===== config.mk =====
export PLATFORM = sky130hd
export DESIGN_NAME = obi_req_buffer
export DESIGN_NICKNAME = d
export VERILOG_FILES = /design/src/rtl/obi_req_buffer.sv
export SDC_FILE = /design/constraint.sdc
export NUM_CORES = 1
export LEC_CHECK = 0
export CAP_MARGIN = 30
export CORE_UTILIZATION = 50
export CTS_BUF_LIST = sky130_fd_sc_hd__clkbuf_4 sky130_fd_sc_hd__clkbuf_8
export DETAILED_ROUTE_END_ITERATION = 8
export GPL_ROUTABILITY_DRIVEN = 1
export PLACE_DENSITY = 0.86
export SKIP_CTS_REPAIR_TIMING = 1
export SKIP_LAST_GASP = 1
export SLEW_MARGIN = 20
export SYNTH_ARGS = -nofsm -noshare
export SYNTH_HDL_FRONTEND = slang
export SYNTH_SLANG_ARGS = --single-unit

===== constraint.sdc =====
create_clock -name clk_i -period 4.7 [get_ports clk_i]
set_input_delay 0.705 -clock clk_i [delete_from_list [all_inputs] [get_ports clk_i]]
set_output_delay 0.705 -clock clk_i [all_outputs]
set_load 0.005 [all_outputs]

===== src/rtl/obi_req_buffer.sv =====
// OBI request buffer: an in-order circular queue of DEPTH accepted core
// requests, replayed on the bus under gnt_i, with flush and occupancy status.
module obi_req_buffer #(
    parameter int unsigned ADDR_WIDTH = 32,
    parameter int unsigned DATA_WIDTH = 32,
    parameter int unsigned DEPTH      = 2,
    parameter int unsigned AFULL_TH   = DEPTH - 1
) (
    input  logic                          clk_i,
    input  logic                          rst_i,
    input  logic                          flush_i,
    input  logic                          req_i,
    input  logic [ADDR_WIDTH-1:0]         addr_i,
    input  logic                          we_i,
    input  logic [DATA_WIDTH/8-1:0]       be_i,
    input  logic [DATA_WIDTH-1:0]         wdata_i,
    output logic                          gnt_o,
    output logic                          req_o,
    output logic [ADDR_WIDTH-1:0]         addr_o,
    output logic                          we_o,
    output logic [DATA_WIDTH/8-1:0]       be_o,
    output logic [DATA_WIDTH-1:0]         wdata_o,
    input  logic                          gnt_i,
    output logic [$clog2(DEPTH+1)-1:0]    count_o,
    output logic                          empty_o,
    output logic                          afull_o
);

    localparam int unsigned BE_WIDTH = DATA_WIDTH / 8;
    localparam int unsigned CNT_W    = $clog2(DEPTH + 1);
    localparam int unsigned PTR_W    = (DEPTH > 1) ? $clog2(DEPTH) : 1;

    localparam logic [CNT_W-1:0] DEPTH_C    = CNT_W'(DEPTH);
    localparam logic [CNT_W-1:0] AFULL_C    = CNT_W'(AFULL_TH);
    localparam logic [PTR_W-1:0] PTR_LAST_C = PTR_W'(DEPTH - 1);

    if (DEPTH < 1 || DEPTH > 16) begin : g_bad_depth
        $error("obi_req_buffer: DEPTH must be in 1..16");
    end
    if (AFULL_TH < 1 || AFULL_TH > DEPTH) begin : g_bad_afull
        $error("obi_req_buffer: AFULL_TH must be in 1..DEPTH");
    end

    typedef struct packed {
        logic [ADDR_WIDTH-1:0] addr;
        logic                  we;
        logic [BE_WIDTH-1:0]   be;
        logic [DATA_WIDTH-1:0] wdata;
    } entry_t;

    entry_t             mem_q [DEPTH];
    logic [PTR_W-1:0]   wptr_q, wptr_d;
    logic [PTR_W-1:0]   rptr_q, rptr_d;
    logic [CNT_W-1:0]   count_q, count_d;
    logic               empty;
    logic               push;
    logic               pop;
    entry_t             head;

    // Wrap explicitly so non-power-of-two depths never index past the array.
    function automatic logic [PTR_W-1:0] next_ptr(input logic [PTR_W-1:0] p);
        return (p == PTR_LAST_C) ? '0 : p + PTR_W'(1);
    endfunction

    assign empty = (count_q == '0);
    assign pop   = req_o & gnt_i;
    // A full buffer can still accept when the head leaves in the same cycle.
    assign gnt_o = req_i & ~flush_i & ((count_q < DEPTH_C) | pop);
    assign push  = gnt_o;

    always_comb begin
        wptr_d  = wptr_q;
        rptr_d  = rptr_q;
        count_d = count_q;
        if (flush_i) begin
            wptr_d  = '0;
            rptr_d  = '0;
            count_d = '0;
        end else begin
            if (push) wptr_d = next_ptr(wptr_q);
            if (pop)  rptr_d = next_ptr(rptr_q);
            case ({push, pop})
                2'b10:   count_d = count_q + CNT_W'(1);
                2'b01:   count_d = count_q - CNT_W'(1);
                default: count_d = count_q;
            endcase
        end
    end

    // NOTE: state registers use non-blocking assignments so every flop samples pre-edge values.
    always_ff @(posedge clk_i or posedge rst_i) begin
        if (rst_i) begin
            wptr_q  <= '0;
            rptr_q  <= '0;
            count_q <= '0;
        end else begin
            wptr_q  <= wptr_d;
            rptr_q  <= rptr_d;
            count_q <= count_d;
        end
    end

    // NOTE: storage is deliberately not reset; the output mux masks it while empty.
    always_ff @(posedge clk_i) begin
        if (push) begin
            mem_q[wptr_q] <= '{addr: addr_i, we: we_i, be: be_i, wdata: wdata_i};
        end
    end

    assign head    = mem_q[rptr_q];
    assign req_o   = ~empty;
    assign addr_o  = empty ? '0 : head.addr;
    assign we_o    = empty ? 1'b0 : head.we;
    assign be_o    = empty ? '0 : head.be;
    assign wdata_o = empty ? '0 : head.wdata;

    assign count_o = count_q;
    assign empty_o = empty;
    assign afull_o = (count_q >= AFULL_C);

endmodule


; After elaboration in Yosys (flattened, before gate mapping)
; Memory sizes are Yosys's and may differ from the RTL's.
; Index checks and enable logic that the tools add are counted.
[totals]
mem_bits_rw = 138
inputBits = 74
memories = 1
register_bits = 4
[op_classes]
n_mux = 14
bitwise_logic = 6
n_reduce_logical = 4
n_eq_ne = 2
add_sub_neg = 4
order_cmp = 2
[mem_list]
columns = name, words, word_bits, rd, rd_clocked_by_memory_dff, write_ports, line
row1 = mem_q, 2, 69, 1, 0, 1, 51  ; entry_t mem_q [DEPTH];
[op_table]
columns = cell, count
row1 = 32-bit two-way mux, 2
row2 = 1-bit two-way mux, 9
row3 = 4-bit two-way mux, 1
row4 = 2-bit case mux with 2 select lines, 1
row5 = 2-bit nonzero test, 2
row6 = 1-bit AND, 3
row7 = 3-bit nonzero test, 1
row8 = 1-bit adder (second input constant), 2
row9 = 2-bit by 1-bit adder with 2-bit output (second input constant), 1
row10 = 2-bit by 1-bit == test with 1-bit output (second input constant), 1
row11 = 2-bit == test (second input constant), 1
row12 = 2-bit by 1-bit greater-or-equal comparator with 1-bit output (second input constant), 1
row13 = 2-bit logical NOT, 1
row14 = 2-bit less-than comparator (second input constant), 1
row15 = 2-bit two-way mux, 1
row16 = 1-bit inverter, 2
row17 = 2-bit by 1-bit subtractor with 2-bit output (second input constant), 1
row18 = 1-bit OR, 1

; Depth between registers and ports, before layout
[logic_depth]
word_depth = 8
mapped_depth = 6

; Worst setup path before layout
; Ideal clock, no wire load.
[synth_timing]
path_type = flip-flop to flip-flop
startpoint = reg count_q[1], in the netlist count_o[1]
endpoint = mem mem_q[0][0] (netlist bit), enable pin
setup_ns = 0.435
required_ns = 4.265
synth_period_minus_slack_ns = 3.450
slack_ns = 1.250
path_stages_with_launch = 7
arrival_time_ns = 3.016
cell_sequence = dfrtp_1 -> inv_1 -> ha_1 -> buf_6 -> nand2b_4 -> a211oi_4 -> and2_1
[synth_between]
elab_chain_cells = 7
elab_cells_between_ends = 8
classes_between = order compare (1) / mux (2) / bitwise (4) / reduce/logical (1)
[synth_rtl]
columns = element, line
row1 = start: declaration, 54  ; logic [CNT_W-1:0] count_q, count_d;
row2 = start signal: assignment, 99  ; count_q <= count_d;
row3 = 2-bit logical NOT, 65  ; assign empty = (count_q == '0);
row4 = net empty_o, 25  ; output logic empty_o,
row5 = 1-bit inverter, 111  ; assign req_o = ~empty;
row6 = 1-bit AND, 66  ; assign pop = req_o & gnt_i;
row7 = 1-bit OR, 68  ; assign gnt_o = req_i & ~flush_i & ((count_q < DEPTH_C) | pop);
row8 = 1-bit AND, 68
row9 = net gnt_o, 17  ; output logic gnt_o,
row10 = 1-bit two-way mux, 105  ; if (push) begin
row11 = 1-bit two-way mux (not written as such), 106  ; mem_q[wptr_q] <= '{addr: addr_i, we: we_i, be: be_i, wdata: wdata_i};
row12 = end: declaration, 51
; The timed path passes the listed nets, and every way through them passes these cells.

; Worst setup path after layout
[layout_timing]
startpoint = reg count_q[1], in the netlist count_o[1]
endpoint = out wdata_o[1]
[layout_between]
elab_chain_cells = 2
[layout_rtl]
columns = element, line
row1 = 2-bit logical NOT, 65
row2 = 32-bit two-way mux, 115  ; assign wdata_o = empty ? '0 : head.wdata;
row3 = end: declaration, 22  ; output logic [DATA_WIDTH-1:0] wdata_o,
; Every way passes these cells.

==> key figures <==
Run status
  • Run status: finished clean

Timing
  • # setup viols final: 0
  • Unrepaired setup endpoints after global routing: false
  • Final Hold Fails: 0
  • Portion of the clock cycle consumed by the worst path in the final layout: around three quarters
  • Setup total negative slack: 0 ps
  • Final critical delay including setup and external delays: 3496 ps
  • Highest clock frequency the design can meet: around 0.29 GHz
  • Worst relative slew slack: a little under two fifths
  • Worst Skew: 8.738 ps
  • Final hold slack: 481.2 ps
  • Setup slack after layout: approximately 1200 ps
  • Fin. max-slew vios: 0
  • Transition time of the tightest slew-check pin: just over 900 ps

Placed design
  • DP HPWL: 6.690 mm
  • Worst setup timing slack at the placement stage: 1647 ps
  • Routability congestion estimate: between 0.7 and 0.8
  • Number of buffers added on ports: 148

Global route
  • Tot GR Track Use: approximately a fifth
  • Number of antenna violations at the first check in global routing: 0
  • First-pass GRT wire length: approximately 16 mm
  • Pin count of the biggest net entering global routing: 70
  • Via count of the first global-routing pass: 3396
  • Grt total ovfl: 0

Drt
  • Violation count after the first detailed-route iteration: between 100 and 150
  • Total via count in the routed design: 3139
  • Count of nets left with antenna violations after detail routing: 0
  • Routed wire length per instance: about 17 um
  • Remaining DRCs: 0
  • Pre-antenna DRT Iters: 5
  • Detailed-route vias per instance: 5.022
  • Total wire length after detailed routing: 10.51 mm

Critical path
  • Cell Chain, Critical Path: inv_1 -> ha_2 -> buf_4 -> nor2_1 -> clkdlybuf4s50_1
  • Kind of critical path: flop to primary output
  • Dominant delay contributor by cell family on the critical path: buffers and inverters
  • Critical path data required time: ~4000 ps
  • Crit path max fanout: 38
  • Type of element launching the critical path: flop
  • Reg-to-reg setup timing slack: 1860 ps
  • Cell at the slowest stage of the critical path: sky130_fd_sc_hd__ha_2
  • Critical Path Sink Type: primary output
  • Sum of buffers and inverters on the critical path: 3
  • Biggest cell delay along the critical path: 640 ps
  • Worst EP arrival: about 2800 ps

Power
  • Comb power frac: 34.4%
  • Power share of the clock group: around a quarter
  • Net switching fraction of the power: 27.85%
  • Share of power burned in registers: between 40% and 50%
  • Switching component of the power: approximately 1.1 mW
  • Power per standard cell area: 542.5 nW/um^2
  • Leakage Power: between 2 and 3 nW
  • Total internal power: approximately 2.9 mW
  • Maximum ir drop on the vdd rail: about 0.29 mV

Synthesis
  • Number of cells produced by synthesis: 323
  • Mean Syn Cell Area: between 15 and 20 sq um
  • Top area cells in the synthesized netlist: sky130_fd_sc_hd__edfxtp_1 (76%), sky130_fd_sc_hd__mux2i_1 (13%), sky130_fd_sc_hd__nor2_1 (5.0%)
  • Synth Cell Area: approximately 5500 sq um
  • Number of register bits inferred by synthesis: 142
  • Total of warnings raised by yosys: 0
  • Area share of the leading cell type in the synthesized netlist: between 70% and 80%
  • Post-synth cell types: 24
  • Cell type with the largest total area after synthesis: sky130_fd_sc_hd__edfxtp_1
  • Sequential area share after synthesis: around 77%
  • Number of nets in the synthesized netlist: around 400

Clock tree
  • TritonCTS clock tree: yes
  • TritonCTS Sinks: roughly 140
  • Maximum clock path buffer count: 2
  • Root buffer cell: sky130_fd_sc_hd__clkbuf_8
  • CTS clock-pin slew for the worst setup and hold paths: approximately 70 ps
  • Insertion delay to the later sink of the worst-skew pair: 420 ps
  • Num CTS Buffers: 17
  • H-tree depth: 4

Finish
  • Share of layout cells above drive strength 1: 7.975%
  • Number of antenna diodes: 0
  • Area added between synthesis and finish: 36.47%
  • Post-layout nets: 553

Run
  • Max Cap Viol: 0

Floorplanning
  • Number of placement rows: 37
  • Die Wd: between 100 and 150 um
  • Die Footprint: between 10000 and 15000 sq um
  • Chip height: ~110 um
  • CORE AREA: 10460 sq um
  • Initial Util: between 50% and 60%
  • Number of I/O pins: 149

Worst hold path
  • Worst hold path class: input pin to asynchronous set/reset pin
-- Yosys cell counts --
cell type	instances
sky130_fd_sc_hd__nor2_1	73
sky130_fd_sc_hd__buf_2	4
sky130_fd_sc_hd__nor2b_1	1
sky130_fd_sc_hd__ha_1	2
sky130_fd_sc_hd__nor4b_1	1
sky130_fd_sc_hd__a21o_1	1
sky130_fd_sc_hd__buf_4	7
sky130_fd_sc_hd__inv_1	5
sky130_fd_sc_hd__inv_2	1
sky130_fd_sc_hd__a221oi_1	1
sky130_fd_sc_hd__edfxtp_1	138
sky130_fd_sc_hd__nand2b_1	1
sky130_fd_sc_hd__xor2_1	1
sky130_fd_sc_hd__nand2b_4	1
sky130_fd_sc_hd__mux2i_1	70
sky130_fd_sc_hd__dfrtp_1	4
sky130_fd_sc_hd__buf_6	1
sky130_fd_sc_hd__clkinv_1	1
sky130_fd_sc_hd__clkbuf_1	4
sky130_fd_sc_hd__a21oi_1	1
sky130_fd_sc_hd__o2bb2ai_1	1
sky130_fd_sc_hd__a211oi_4	1
sky130_fd_sc_hd__mux2_1	1
sky130_fd_sc_hd__and2_1	2
-- per-layer routing --
layer / track usage, % / part of all wire, %
met5: 0 / 0
met4: 8.708 / 1.9
met3: 6.261 / 6.2
met2: 34.61 / 54
met1: 20.46 / 38
-- registers in the layout, indices dropped and copies added, names as in the netlist --
signal	count
count_o	2
rptr_q	1
mem_q	138
wptr_q	1
-- power by group through the flow --
stage / logic (mW) / registers, mW / clock network, mW
3_5_place_dp: 1.41 / 1.69 / 0
3_3_place_gp: 1.37 / 1.68 / 0
4_1_cts: 1.42 / 1.66 / 1.02
5_1_grt: 1.50 / 1.68 / 1.08
6_report: 1.40 / 1.66 / 1.00
2_1_floorplan: 0.719 / 1.60 / 0
-- layout by cell type, fill, tap and decap left out, types with 4 or more instances in the layout --
master and instances:
sky130_fd_sc_hd__bufinv_16 4, sky130_fd_sc_hd__clkbuf_8 17, sky130_fd_sc_hd__clkdlybuf4s50_1 148, sky130_fd_sc_hd__clkinv_2 4, sky130_fd_sc_hd__edfxtp_1 138, sky130_fd_sc_hd__inv_1 5, sky130_fd_sc_hd__mux2i_1 70, sky130_fd_sc_hd__nor2_1 73
-- path summary, 6_finish.rpt --
kind	to	cells after the start	start
setup / recovery	wdata_o[1]	5	count_o[1]
hold / removal	count_o[0]	2	rst_i
setup reg to reg	mem_q[1][28]	5	count_o[1]
hold reg to reg	wptr_q	2	wptr_q
max in group asynchronous	rptr_q	2	rst_i
min in group clk_i	wptr_q	2	wptr_q
-- kinds of logic (layout without fill, tap and decap cells) --
group / count (synthesis) / in the layout / share of synthesized area [%]
DFF: 142 / 142 / 77.35
and+or+nand+nor: 79 / 79 / 5.861
muxes: 71 / 71 / 12.98
buffers and inverters: 23 / 189 / 2.280
AOI/OAI and AO/OA: 5 / 5 / 0.9122
adders and majority gates: 2 / 2 / 0.4560
xor gates and xnor gates: 1 / 1 / 0.1597
-- layout make-up --
cell class	count	area, sq um
Clock buffer	18	241.5
Clock inverter	13	172.7
Fill cell	708	2975
Inverter	7	26.28
Multi-Input combinational cell	158	1125
Sequential cell	142	4248
Tap cell	136	170.2
Timing Repair Buffer	151	1504
-- stage by stage --
step | std cells | power (mW) | util [%] | instance area, sq um
after detailed placement | 594 | 3.102 | 67.60 | 7073
after global placement | 594 | 3.048 | 67.60 | 7073
after CTS | 625 | 4.107 | 71.56 | 7487
final | 625 | 4.062 | 71.56 | 7487
after floorplan | 323 | 2.316 | - | 5487
after global routing | 625 | 4.257 | 71.56 | 7487
No activity file was read; power rests on OpenSTA's default activity.
